**config.mk**
```make
export PLATFORM = sky130hd
export DESIGN_NAME = esfa_op_sequencer_flat
export DESIGN_NICKNAME = d
export VERILOG_FILES = /design/src/rtl/esfa_pkg.sv /design/src/rtl/esfa_op_sequencer_if.sv /design/src/rtl/esfa_hit_reducer.sv /design/src/rtl/esfa_op_sequencer.sv /design/src/flat_wrapper.sv
export SDC_FILE = /design/constraint.sdc
export NUM_CORES = 1
export LEC_CHECK = 0
export CAP_MARGIN = 5
export CORE_MARGIN = 4
export CORE_UTILIZATION = 46
export DETAILED_ROUTE_END_ITERATION = 8
export GPL_TIMING_DRIVEN = 0
export PLACE_DENSITY = 0.87
export SLEW_MARGIN = 25
export SYNTH_ARGS = -nofsm -noshare
export SYNTH_HDL_FRONTEND = slang
export SYNTH_SLANG_ARGS = --single-unit
```
**constraint.sdc**
```tcl
create_clock -name clk -period 18.9 [get_ports clk]
set_input_delay 1.89 -clock clk [delete_from_list [all_inputs] [get_ports clk]]
set_output_delay 1.89 -clock clk [all_outputs]
set_load 0.01 [all_outputs]
```
**src/rtl/esfa_pkg.sv**
```systemverilog
// Shared selector codes, host opcodes and sequencer states for the ESFA cell array.
package esfa_pkg;

    localparam logic [7:0] SEL_UPDATE       = 8'd0;
    localparam logic [7:0] SEL_LOOKUP       = 8'd1;
    localparam logic [7:0] SEL_ENCODE       = 8'd2;
    localparam logic [7:0] SEL_CONGRUE_UP   = 8'd3;
    localparam logic [7:0] SEL_CONGRUE_DOWN = 8'd4;
    localparam logic [7:0] SEL_AVAILABLE    = 8'd5;
    localparam logic [7:0] SEL_ENRANK       = 8'd6;
    localparam logic [7:0] SEL_HOLD         = 8'd8;

    typedef enum logic [2:0] {
        OP_INSERT       = 3'd0,
        OP_LOOKUP       = 3'd1,
        OP_ENCODE       = 3'd2,
        OP_ENRANK       = 3'd3,
        OP_CONGRUE_UP   = 3'd4,
        OP_CONGRUE_DOWN = 3'd5
    } op_e;

    typedef enum logic [2:0] {
        ST_IDLE,
        ST_ISSUE,
        ST_CAPTURE,
        ST_ISSUE2,
        ST_CAPTURE2,
        ST_RESP
    } state_e;

    function automatic logic op_legal(input logic [2:0] op);
        return op <= 3'd5;
    endfunction

    // Ops that must locate a free cell before they can write.
    function automatic logic is_two_phase(input logic [2:0] op);
        return (op == OP_INSERT) || (op == OP_CONGRUE_UP);
    endfunction

endpackage

```
**src/rtl/esfa_op_sequencer_if.sv**
```systemverilog
// Host command/response port of the op sequencer.
// ESFA_SEQ_HIT_COUNT_EN adds the rsp_count field.
interface esfa_op_sequencer_if #(parameter int W = 8);
    logic         cmd_valid;
    logic         cmd_ready;
    logic [2:0]   cmd_op;
    logic [W-1:0] cmd_handle;
    logic [W-1:0] cmd_index;
    logic [W-1:0] cmd_value;
    logic [W-1:0] cmd_code;
    logic [W-1:0] cmd_rank;
    logic         rsp_valid;
    logic         rsp_ready;
    logic         rsp_hit;
    logic [W-1:0] rsp_handle;
    logic [W-1:0] rsp_value;
    logic [W-1:0] rsp_context;
`ifdef ESFA_SEQ_HIT_COUNT_EN
    logic [W-1:0] rsp_count;

    modport master (output cmd_valid, cmd_op, cmd_handle, cmd_index, cmd_value, cmd_code, cmd_rank,
                    output rsp_ready, input cmd_ready, rsp_valid, rsp_hit, rsp_handle, rsp_value,
                    input rsp_context, rsp_count);
    modport slave  (input cmd_valid, cmd_op, cmd_handle, cmd_index, cmd_value, cmd_code, cmd_rank,
                    input rsp_ready, output cmd_ready, rsp_valid, rsp_hit, rsp_handle, rsp_value,
                    output rsp_context, rsp_count);
`else
    modport master (output cmd_valid, cmd_op, cmd_handle, cmd_index, cmd_value, cmd_code, cmd_rank,
                    output rsp_ready, input cmd_ready, rsp_valid, rsp_hit, rsp_handle, rsp_value,
                    input rsp_context);
    modport slave  (input cmd_valid, cmd_op, cmd_handle, cmd_index, cmd_value, cmd_code, cmd_rank,
                    input rsp_ready, output cmd_ready, rsp_valid, rsp_hit, rsp_handle, rsp_value,
                    output rsp_context);
`endif
endinterface

```
**src/rtl/esfa_hit_reducer.sv**
```systemverilog
// Combinational reduction of per-cell hit bits: any, lowest index, highest-context index.
// ESFA_SEQ_HIT_COUNT_EN adds the hit popcount.
module esfa_hit_reducer #(
    parameter int N_CELLS = 8,
    parameter int W       = 8,
    parameter int IW      = (N_CELLS > 1) ? $clog2(N_CELLS) : 1
) (
    input  logic [N_CELLS-1:0]   cell_bool,
    input  logic [N_CELLS*W-1:0] cell_context,
    output logic                 any_hit,
    output logic [IW-1:0]        low_idx,
    output logic [IW-1:0]        max_idx
`ifdef ESFA_SEQ_HIT_COUNT_EN
    ,
    output logic [W-1:0]         hit_count
`endif
);

    logic [W-1:0] best_ctx;
    logic         found;

    always_comb begin
        any_hit  = |cell_bool;
        low_idx  = '0;
        max_idx  = '0;
        best_ctx = '0;
        found    = 1'b0;
        for (int i = N_CELLS - 1; i >= 0; i--) begin
            if (cell_bool[i]) low_idx = IW'(i);
        end
        // Strict compare keeps the lowest index on equal ranks.
        for (int i = 0; i < N_CELLS; i++) begin
            if (cell_bool[i] && (!found || (cell_context[i*W +: W] > best_ctx))) begin
                found    = 1'b1;
                best_ctx = cell_context[i*W +: W];
                max_idx  = IW'(i);
            end
        end
    end

`ifdef ESFA_SEQ_HIT_COUNT_EN
    always_comb begin
        hit_count = '0;
        for (int i = 0; i < N_CELLS; i++) hit_count = hit_count + W'(cell_bool[i]);
    end
`endif

endmodule

```
**src/rtl/esfa_op_sequencer.sv**
```systemverilog
// Host-op to cell-selector sequencer with hit reduction; all outputs registered.
// ESFA_SEQ_HIT_COUNT_EN adds rsp_count (hit popcount at the final capture).
//   state    | meaning
//   IDLE     | cmd_ready=1, waiting for a command
//   ISSUE    | phase-1 selector driven for one cycle
//   CAPTURE  | selector HOLD, cell outputs reduced
//   ISSUE2   | phase-2 write selector (INSERT / CONGRUE_UP)
//   CAPTURE2 | selector HOLD after the write
//   RESP     | rsp_valid=1 until rsp_ready
module esfa_op_sequencer
    import esfa_pkg::*;
#(
    parameter int N_CELLS = 8,
    parameter int W       = 8
) (
    input  logic                 clk,
    input  logic                 reset,
    esfa_op_sequencer_if.slave   host,
    output logic [7:0]           selector,
    output logic [W-1:0]         queried_handle,
    output logic [W-1:0]         available_handle,
    output logic [W-1:0]         inserted_index,
    output logic [W-1:0]         inserted_value,
    output logic [W-1:0]         given_code,
    output logic [W-1:0]         given_rank,
    output logic                 is_available_handle,
    output logic                 is_given_code,
    output logic                 is_given_rank,
    input  logic [N_CELLS-1:0]   cell_bool,
    input  logic [N_CELLS*W-1:0] cell_result,
    input  logic [N_CELLS*W-1:0] cell_context
);

    localparam int IW = (N_CELLS > 1) ? $clog2(N_CELLS) : 1;

    state_e       state, state_next;
    logic [2:0]   op_q;
    logic [W-1:0] index_q, value_q, code_q, rank_q, free_q;
    logic         any_hit;
    logic [IW-1:0] low_idx, max_idx, pick_idx;

    logic         cmd_ready_q, rsp_valid_q, rsp_hit_q, rsp_hit_d;
    logic [W-1:0] rsp_handle_q, rsp_value_q, rsp_context_q;
    logic [W-1:0] rsp_handle_d, rsp_value_d, rsp_context_d;
    logic [7:0]   sel_d;
    logic [W-1:0] qh_d, ah_d, ii_d, iv_d, gc_d, gr_d;
    logic         iah_d, igc_d, igr_d;

`ifdef ESFA_SEQ_HIT_COUNT_EN
    logic [W-1:0] hit_count, rsp_count_q, rsp_count_d;
    assign host.rsp_count = rsp_count_q;
`endif

    esfa_hit_reducer #(.N_CELLS(N_CELLS), .W(W), .IW(IW)) u_reducer (
        .cell_bool    (cell_bool),
        .cell_context (cell_context),
        .any_hit      (any_hit),
        .low_idx      (low_idx),
        .max_idx      (max_idx)
`ifdef ESFA_SEQ_HIT_COUNT_EN
        ,
        .hit_count    (hit_count)
`endif
    );

    assign pick_idx         = (op_q == OP_LOOKUP) ? max_idx : low_idx;
    assign host.cmd_ready   = cmd_ready_q;
    assign host.rsp_valid   = rsp_valid_q;
    assign host.rsp_hit     = rsp_hit_q;
    assign host.rsp_handle  = rsp_handle_q;
    assign host.rsp_value   = rsp_value_q;
    assign host.rsp_context = rsp_context_q;

    always_comb begin
        state_next    = state;
        rsp_hit_d     = rsp_hit_q;
        rsp_handle_d  = rsp_handle_q;
        rsp_value_d   = rsp_value_q;
        rsp_context_d = rsp_context_q;
        sel_d = SEL_HOLD;
        qh_d  = '0;
        ah_d  = '0;
        ii_d  = '0;
        iv_d  = '0;
        gc_d  = '0;
        gr_d  = '0;
        iah_d = 1'b0;
        igc_d = 1'b0;
        igr_d = 1'b0;

        case (state)
            ST_IDLE: begin
                if (host.cmd_valid) begin
                    if (op_legal(host.cmd_op)) begin
                        state_next = ST_ISSUE;
                    end else begin
                        state_next    = ST_RESP;
                        rsp_hit_d     = 1'b0;
                        rsp_handle_d  = '0;
                        rsp_value_d   = '0;
                        rsp_context_d = '0;
                    end
                end
            end
            ST_ISSUE: state_next = ST_CAPTURE;
            ST_CAPTURE: begin
                if (is_two_phase(op_q) && any_hit) begin
                    state_next = ST_ISSUE2;
                end else begin
                    state_next    = ST_RESP;
                    rsp_hit_d     = any_hit;
                    rsp_handle_d  = '0;
                    rsp_value_d   = '0;
                    rsp_context_d = '0;
                    if (any_hit) begin
                        rsp_handle_d  = W'(pick_idx);
                        rsp_value_d   = cell_result[pick_idx*W +: W];
                        rsp_context_d = cell_context[pick_idx*W +: W];
                    end
                end
            end
            ST_ISSUE2: state_next = ST_CAPTURE2;
            ST_CAPTURE2: begin
                state_next    = ST_RESP;
                rsp_hit_d     = 1'b1;
                rsp_handle_d  = free_q;
                rsp_value_d   = '0;
                rsp_context_d = '0;
            end
            ST_RESP: if (host.rsp_ready) state_next = ST_IDLE;
            default: state_next = ST_IDLE;
        endcase

        // ISSUE is only entered from IDLE, so phase 1 reads the live command.
        if (state_next == ST_ISSUE) begin
            case (host.cmd_op)
                OP_INSERT, OP_CONGRUE_UP: sel_d = SEL_AVAILABLE;
                OP_LOOKUP: begin
                    sel_d = SEL_LOOKUP;
                    ii_d  = host.cmd_index;
                    gc_d  = host.cmd_code;
                    igc_d = 1'b1;
                end
                OP_ENCODE: begin
                    sel_d = SEL_ENCODE;
                    qh_d  = host.cmd_handle;
                end
                OP_ENRANK: begin
                    sel_d = SEL_ENRANK;
                    qh_d  = host.cmd_handle;
                end
                OP_CONGRUE_DOWN: begin
                    sel_d = SEL_CONGRUE_DOWN;
                    qh_d  = host.cmd_handle;
                    gc_d  = host.cmd_code;
                    igc_d = 1'b1;
                end
                default: sel_d = SEL_HOLD;
            endcase
        end else if (state_next == ST_ISSUE2) begin
            ah_d  = W'(low_idx);
            iah_d = 1'b1;
            if (op_q == OP_INSERT) begin
                sel_d = SEL_UPDATE;
                ii_d  = index_q;
                iv_d  = value_q;
            end else begin
                sel_d = SEL_CONGRUE_UP;
                gc_d  = code_q;
                gr_d  = rank_q;
                igc_d = 1'b1;
                igr_d = 1'b1;
            end
        end
    end

`ifdef ESFA_SEQ_HIT_COUNT_EN
    always_comb begin
        rsp_count_d = rsp_count_q;
        if (state_next == ST_RESP && state != ST_RESP)
            rsp_count_d = (state == ST_IDLE) ? '0 : hit_count;
    end
`endif

    always_ff @(posedge clk) begin
        if (!reset) begin
            state               <= ST_IDLE;
            op_q                <= '0;
            index_q             <= '0;
            value_q             <= '0;
            code_q              <= '0;
            rank_q              <= '0;
            free_q              <= '0;
            cmd_ready_q         <= 1'b1;
            rsp_valid_q         <= 1'b0;
            rsp_hit_q           <= 1'b0;
            rsp_handle_q        <= '0;
            rsp_value_q         <= '0;
            rsp_context_q       <= '0;
            selector            <= SEL_HOLD;
            queried_handle      <= '0;
            available_handle    <= '0;
            inserted_index      <= '0;
            inserted_value      <= '0;
            given_code          <= '0;
            given_rank          <= '0;
            is_available_handle <= 1'b0;
            is_given_code       <= 1'b0;
            is_given_rank       <= 1'b0;
`ifdef ESFA_SEQ_HIT_COUNT_EN
            rsp_count_q         <= '0;
`endif
        end else begin
            state               <= state_next;
            cmd_ready_q         <= (state_next == ST_IDLE);
            rsp_valid_q         <= (state_next == ST_RESP);
            rsp_hit_q           <= rsp_hit_d;
            rsp_handle_q        <= rsp_handle_d;
            rsp_value_q         <= rsp_value_d;
            rsp_context_q       <= rsp_context_d;
            selector            <= sel_d;
            queried_handle      <= qh_d;
            available_handle    <= ah_d;
            inserted_index      <= ii_d;
            inserted_value      <= iv_d;
            given_code          <= gc_d;
            given_rank          <= gr_d;
            is_available_handle <= iah_d;
            is_given_code       <= igc_d;
            is_given_rank       <= igr_d;
`ifdef ESFA_SEQ_HIT_COUNT_EN
            rsp_count_q         <= rsp_count_d;
`endif
            if (state == ST_IDLE && host.cmd_valid) begin
                op_q    <= host.cmd_op;
                index_q <= host.cmd_index;
                value_q <= host.cmd_value;
                code_q  <= host.cmd_code;
                rank_q  <= host.cmd_rank;
            end
            if (state == ST_CAPTURE) free_q <= W'(low_idx);
        end
    end

endmodule

```
**src/flat_wrapper.sv**
```systemverilog
// flat-port wrapper written by rule: the top's interface ports become plain ports
module esfa_op_sequencer_flat import esfa_pkg::*;
#(
    parameter int N_CELLS = 8,
    parameter int W       = 8
)
  (clk, reset, selector, queried_handle, available_handle, inserted_index, inserted_value, given_code, given_rank, is_available_handle, is_given_code, is_given_rank, cell_bool, cell_result, cell_context, host_cmd_valid, host_cmd_op, host_cmd_handle, host_cmd_index, host_cmd_value, host_cmd_code, host_cmd_rank, host_rsp_ready, host_cmd_ready, host_rsp_valid, host_rsp_hit, host_rsp_handle, host_rsp_value, host_rsp_context);
  esfa_op_sequencer_if #(.W(W)) host_i ();
  input  logic clk;
  input  logic reset;
  output logic [7:0] selector;
  output logic [W-1:0] queried_handle;
  output logic [W-1:0] available_handle;
  output logic [W-1:0] inserted_index;
  output logic [W-1:0] inserted_value;
  output logic [W-1:0] given_code;
  output logic [W-1:0] given_rank;
  output logic is_available_handle;
  output logic is_given_code;
  output logic is_given_rank;
  input  logic [N_CELLS-1:0] cell_bool;
  input  logic [N_CELLS*W-1:0] cell_result;
  input  logic [N_CELLS*W-1:0] cell_context;
  input wire logic [$bits(host_i.cmd_valid)-1:0] host_cmd_valid;
  input wire logic [$bits(host_i.cmd_op)-1:0] host_cmd_op;
  input wire logic [$bits(host_i.cmd_handle)-1:0] host_cmd_handle;
  input wire logic [$bits(host_i.cmd_index)-1:0] host_cmd_index;
  input wire logic [$bits(host_i.cmd_value)-1:0] host_cmd_value;
  input wire logic [$bits(host_i.cmd_code)-1:0] host_cmd_code;
  input wire logic [$bits(host_i.cmd_rank)-1:0] host_cmd_rank;
  input wire logic [$bits(host_i.rsp_ready)-1:0] host_rsp_ready;
  output wire logic [$bits(host_i.cmd_ready)-1:0] host_cmd_ready;
  output wire logic [$bits(host_i.rsp_valid)-1:0] host_rsp_valid;
  output wire logic [$bits(host_i.rsp_hit)-1:0] host_rsp_hit;
  output wire logic [$bits(host_i.rsp_handle)-1:0] host_rsp_handle;
  output wire logic [$bits(host_i.rsp_value)-1:0] host_rsp_value;
  output wire logic [$bits(host_i.rsp_context)-1:0] host_rsp_context;
  assign host_i.cmd_valid = host_cmd_valid;
  assign host_i.cmd_op = host_cmd_op;
  assign host_i.cmd_handle = host_cmd_handle;
  assign host_i.cmd_index = host_cmd_index;
  assign host_i.cmd_value = host_cmd_value;
  assign host_i.cmd_code = host_cmd_code;
  assign host_i.cmd_rank = host_cmd_rank;
  assign host_i.rsp_ready = host_rsp_ready;
  assign host_cmd_ready = host_i.cmd_ready;
  assign host_rsp_valid = host_i.rsp_valid;
  assign host_rsp_hit = host_i.rsp_hit;
  assign host_rsp_handle = host_i.rsp_handle;
  assign host_rsp_value = host_i.rsp_value;
  assign host_rsp_context = host_i.rsp_context;
  esfa_op_sequencer #(.N_CELLS(N_CELLS), .W(W)) u_core (.clk(clk), .reset(reset), .host(host_i), .selector(selector), .queried_handle(queried_handle), .available_handle(available_handle), .inserted_index(inserted_index), .inserted_value(inserted_value), .given_code(given_code), .given_rank(given_rank), .is_available_handle(is_available_handle), .is_given_code(is_given_code), .is_given_rank(is_given_rank), .cell_bool(cell_bool), .cell_result(cell_result), .cell_context(cell_context));
endmodule
```
==> results.cfg, run 1 <==
[synthesis]
syn_inst = 876
synth_cell_type_count = 73
syn_area_um2 = 7430
syn_area_per_cell_um2 = 8.48
async_flop_share = 0
ys_seq_elements = 113
ys_warn_count = 0
synth-main-ff-cell = dfxtp_1
synth-edff-count = 0
seq_area_frac_synth = 0.305

[cts]
cts_root_buf = clkbuf_16
cts.sinks = 113
post_cts_resized = 0
cts_buffer_depth = 2
cts_buffers = 17
cts_tree = done
hold_buffers = 0
clkTransAtPathRegs_ns = 0.06
cts_htree_levels = 4
insertion_delay_ns = 0.42
post_cts_buffers = 0

[floorplanning]
initial_core_util = 0.469
row_count = 46
coreArea_um2 = 15800
die_h_um = 135
ios = 269
dieWidth_um = 135
die-area_um2 = 18200

[placed_design]
placed_area_um2 = 10300
gp_congestion = 0.950
dp_slack_ns = 2.00
io_buffers = 254
dp_hpwl_um = 21300

[power_and_ir_drop]
p_leak_nw = 4.56
p_per_area_nw_per_um2 = 84.0
p_total_mw = 0.919
ir_drop_v = 0.0000707

[critical_path]
endpoint_kind = flop
path_common_cell = ha_1
start_kind = input pin
crit_type = input pin to flop
slowest_delay_ns = 0.63
worstPathRequired_ns = 19.23
cp.arrival_ns = 17.11
crit_slowest_cell = clkdlybuf4s50_1
worstPathMaxFanout = 10

[global_route]
grt_util_all_layers = 0.293
antenna_found_initial = 0
grt-ovfl-total = 0
grt_max_degree = 17
grt_pass1_wl_um = 41700
grt_pass1_vias = 7889

[routing]
vias_per_cell = 5.79
wirelength_um = 27900
route.detailed.drc = 0
drt_iter0_drc = 727
drt_pre_antenna_iters = 8
ant_nets = 0
via_count = 8059
wire_per_inst_um = 20.0

[run]
cap_violations = 0

[sta]
hold_violations = 0
setup_viol = 0
fin_crit_sh = 0.888
fmaxAchievable_mhz = 59.6
tns_ns = 0
maxSlewHeadroom = 0.397
fin_skew_ns = 0.00802
finalMaxSlewViolations = 0
tightest_slew_ns = 0.905
fin_ws_ns = 2.12
period_minus_slack_ns = 16.78
rsz0062_at_grt = no

[final_layout]
drive_gt1_frac = 0.0919
nNetsFinal = 1401
syn_to_final_growth_pct = 47.3
design_area_um2 = 10900

[hold_path]
hold_class = flop to flop

[status]
status = completed
==> registers in the layout, summed over array words and instances, names as in the netlist <==
signal and count:
u_core.state 3, u_core.is_given_rank 1, u_core.given_rank 8, u_core.inserted_value 8, u_core.is_available_handle 1, u_core.free_q 3
u_core.host.rsp_handle 3, u_core.host.cmd_ready 1, u_core.host.rsp_hit 1, u_core.host.rsp_context 8, u_core.inserted_index 8, u_core.index_q 8
u_core.selector 4, u_core.available_handle 3, u_core.given_code 8, u_core.queried_handle 8, u_core.code_q 8, u_core.op_q 3
u_core.value_q 8, u_core.rank_q 8, u_core.host.rsp_value 8, u_core.is_given_code 1, u_core.host.rsp_valid 1
==> synthesized netlist by cell type (all sizes together) (6+ instances only) <==
| cell type | count | area [um2] |
|---|---|---|
| a21o | 7 | 52.6 |
| buf | 33 | 208 |
| a21oi | 22 | 114 |
| o31ai | 20 | 200 |
| dfxtp | 113 | 2260 |
| o22ai | 34 | 213 |
| clkbuf | 37 | 139 |
| a211oi | 37 | 278 |
| a22o | 16 | 140 |
| nor3 | 20 | 105 |
| a222oi | 7 | 70.1 |
| mux2 | 28 | 315 |
| and4 | 16 | 140 |
| nor2 | 29 | 111 |
| o21ai | 18 | 90.1 |
| nand2 | 113 | 432 |
| nand4 | 12 | 75.1 |
| and2 | 29 | 181 |
| ha | 56 | 701 |
| and3 | 11 | 68.8 |
| mux2i | 30 | 300 |
| nor2b | 12 | 75.1 |
| inv | 62 | 233 |
| a21boi | 51 | 383 |
| nand2b | 6 | 37.5 |
==> cells in the final DEF (no fill, tap or decap), types with 17 or more instances in the layout <==
cell	n
clkbuf_16	17
clkbuf_1	37
ha_1	56
nor3_1	19
o22ai_1	34
inv_1	61
clkdlybuf4s50_1	254
dfxtp_1	113
mux2i_1	30
and2_1	29
a211oi_1	37
nand2_1	112
a21oi_1	21
nor2_1	28
o21ai_0	17
a21boi_0	48
mux2_2	18
==> per-layer routing <==
layer / GRT usage / routed length [um] / up-vias
met1: 0.341 / 10500 / 3726
met2: 0.503 / 13300 / 490
met3: 0.0846 / 2940 / 93
met5: 0 / 0 / -
met4: 0.128 / 1190 / 0
li1: - / - / 3750
==> kinds of logic (layout without fill, tap and decap cells) <==
logic type,Yosys count,in the layout,share of synthesized area
XOR/XNOR,1,1,0.00118
flip-flops,113,113,0.305
adder cells (fa/ha/maj),56,56,0.0944
AO/OA/AOI/OAI,246,246,0.251
multiplexers,58,58,0.0829
AND/OR/NAND/NOR,269,269,0.188
other,1,15,0.000505
buffers and inverters,132,418,0.0780
==> report_power, final <==
| group | internal (mW) | switching [mW] |
|---|---|---|
| Clock | 0.225 | 0.128 |
| Sequential | 0.252 | 0.00698 |
| Combinational | 0.138 | 0.169 |
| Total | 0.615 | 0.304 |
==> metrics by stage <==
| stage | hold WS, ns | util | cells |
|---|---|---|---|
| global route | 0.472 | 0.691 | 1391 |
| finish | 0.453 | 0.691 | 1392 |
| CTS | 0.454 | 0.691 | 1391 |
| global placement | 0.433 | 0.650 | 1359 |
| detailed placement | 0.440 | 0.650 | 1359 |
| floorplan | 0.430 | - | 889 |
==> area by class of cell <==
class                           count  area [um2]
Fill cell                        1212        4890
Multi-Input combinational cell    644        4630
Timing Repair Buffer              254        2540
Sequential cell                   113        2260
Clock buffer                       17         425
Buffer                             70         347
Tap cell                          216         270
Inverter                           62         233
Clock inverter                     15         224
Antenna cell                        1        2.50
==> worst max-delay path: cells and delay by family <==
family / cells / cell delay, ns
compound gates: 22 / 4.80
buf+inv: 12 / 4.00
mux: 6 / 2.24
simple gates: 12 / 2.15
fa+ha+maj: 7 / 2.01
==> path summary, 6_finish.rpt <==
check / startpoint / to / slack, ns / depth (start not counted)
worst min register to register: u_core.rank_q[6]$_SDFFE_PN0P_ / u_core.given_rank[6]$_SDFF_PP0_ / 0.45 / 1
worst min-delay path: u_core.rank_q[6]$_SDFFE_PN0P_ / u_core.given_rank[6]$_SDFF_PP0_ / 0.45 / 1
worst max-delay path: cell_bool[0] / u_core.host.rsp_context[5]$_SDFFE_PN0P_ / 2.12 / 59
worst max register to register: u_core.state[1]$_SDFF_PN0_ / u_core.given_rank[0]$_SDFF_PP0_ / 15.48 / 11
(Power assumes the default switching activity.)
==> run 2, diff against run 1 <==
Settings changed: CORE_UTILIZATION 46 to 48, SYNTH_HIERARCHICAL set to 1.
==> results.cfg, run 2 <==
[critical_path]
rrSetupSlack_ns = 16.70
worstPathRequired_ns = 19.17
start_kind = input pin
path_common_cell = ha_1
crit_family = compound AO/OA/AOI/OAI gates
endpoint_kind = flop
crit_buf_inv = 8
slowest_delay_ns = 0.64
worstPathMaxFanout = 10
cp.arrival_ns = 16.87
crit_slowest_cell = clkdlybuf4s50_1
crit_type = input pin to flop

[floorplanning]
die-area_um2 = 20600
die_h_um = 143
dieWidth_um = 143
ios = 269
initial_core_util = 0.490
row_count = 49
coreArea_um2 = 18000

[power_and_ir_drop]
p_total_mw = 1.10
ir_drop_v = 0.0000838
p_leak_nw = 4.90
p_per_area_nw_per_um2 = 89.6

[sta]
maxSlewHeadroom = 0.359
setup_viol = 0
tns_ns = 0
tightest_slew_ns = 0.947
fin_crit_sh = 0.878
finalMaxSlewViolations = 0
rsz0062_at_grt = no
whs_ns = 0.452
hold_violations = 0
fin_skew_ns = 0.00863
fmaxAchievable_mhz = 60.3
period_minus_slack_ns = 16.59
fin_ws_ns = 2.31

[final_layout]
regArea_um2 = 2260
drive_gt1_frac = 0.0963
final_cell_mix = clkdlybuf4s50_1, mux2i_1, dfxtp_1, nand2_1, ha_1
fin_cells = 1541
design_area_um2 = 12300
syn_to_final_growth_pct = 39.4
final_common_cell = clkdlybuf4s50_1
final_util = 0.682
n_fill_cell = 1415
multi_input_comb_area_um2 = 5990
nNetsFinal = 1535

[synthesis]
async_flop_share = 0
seq_area_frac_synth = 0.257
syn_area_um2 = 8790
synth_top_family_by_area = compound AO/OA/AOI/OAI gates
synth_cell_type_count = 78
synth_most_common_cell = mux2i_1
synth_area_leaders = dfxtp_1, mux2i_1, ha_1
syn_area_per_cell_um2 = 8.69
synth-edff-count = 0
yosys.area.top_type_share = 0.257
synthTopCellsByCount = mux2i_1, dfxtp_1, nand2_1
synth_simple_gate_area_frac = 0.167
ys_seq_elements = 113
synth_mux_area_frac = 0.155
yosys.area.top_type = dfxtp_1
ys_warn_count = 6
synth_xor_area_frac = 0.000996
yosys.area_share.adder = 0.0797
synth-main-ff-cell = dfxtp_1
synth-compound-area-share = 0.272
syn_inst = 1012

[global_route]
grt_util_all_layers = 0.319
grt-ovfl-total = 0
grt_max_degree = 17
grt_pass1_vias = 9217
antenna_found_initial = 0
grt_pass1_wl_um = 51200

[run]
cap_violations = 0

[placed_design]
placed_area_um2 = 11700
dp_hpwl_um = 27100
io_buffers = 252
dp_cells = 1506
dp_slack_ns = 2.39
gp_congestion = 1.03

[cts]
cts_buffer_depth = 2
cts.sinks = 113
hold_buffers = 0
post_cts_resized = 0
post_cts_buffers = 0
insertion_delay_ns = 0.41
cts_root_buf = clkbuf_16
cts_htree_levels = 4
clkTransAtPathRegs_ns = 0.06
cts_buffers = 17
cts_tree = done

[routing]
wl_met3_um = 3330
drt_pre_antenna_iters = 5
wl_met1_um = 12900
wire_per_inst_um = 22.5
ant_nets = 0
via_count = 9557
route.detailed.drc = 0
drt_iter0_drc = 873
vias_per_cell = 6.20
dr.max_layer_used = met4
wirelength_um = 34700
met2_length_um = 16500

[hold_path]
hold_class = flop to flop

[status]
status = completed
-- run 2: changes by cell type after synthesis, sizes merged, moves of 16 or more --
cell / previous run / this run
mux2i: 30 / 127
a22oi: 2 / 48
a211oi: 37 / 7
a21oi: 22 / 51
mux2: 28 / 0
a221oi: 1 / 22
buf: 33 / 52
inv: 62 / 43
nand3: 5 / 22
o22ai: 34 / 18
-- run 2: final cells by class --
class                           count  area share
Antenna cell                        3    0.000612
Buffer                             81      0.0354
Clock buffer                       17      0.0347
Clock inverter                     15      0.0140
Inverter                           43      0.0132
Multi-Input combinational cell    788       0.488
Sequential cell                   113       0.185
Tap cell                          229      0.0234
Timing Repair Buffer              252       0.206
-- run 2: final timing paths --
kind	to	depth (start not counted)	from
worst max-delay path	u_core/host.rsp_value[6]$_SDFFE_PN0P_	63	cell_bool[0]
worst min-delay path	u_core/value_q[3]$_SDFFE_PN0P_	2	u_core/value_q[3]$_SDFFE_PN0P_
worst max register to register	u_core/host.rsp_value[6]$_SDFFE_PN0P_	6	u_core/op_q[0]$_SDFFE_PN0P_
worst min register to register	u_core/value_q[3]$_SDFFE_PN0P_	2	u_core/value_q[3]$_SDFFE_PN0P_
-- run 2: power breakdown --
| part | internal (mW) | switching (mW) |
|---|---|---|
| combinational | 0.228 | 0.290 |
| clock | 0.198 | 0.124 |
| sequential | 0.252 | 0.00674 |
| total | 0.678 | 0.420 |
-- run 2: worst register-to-register path: stages, from the launching register on --
cell and delay (ns):
dfxtp_1 0.37, nor3b_1 0.30, buf_2 0.32, clkbuf_1 0.47
a221oi_1 0.11, a21oi_1 0.34, o22ai_1 0.14
-- run 2: routing by layer --
layer	up-vias	global-route usage
met3	127	0.0606
li1	4337	-
met4	0	0.162
met2	609	0.542
met1	4484	0.385
met5	-	0
-- run 2: cells by family after synthesis --
group           after synthesis
xor+xnor                      1
compound gates              314
fa+ha+maj                    56
flops                       113
simple gates                272
buf+inv                     124
other cells                   1
mux                         131
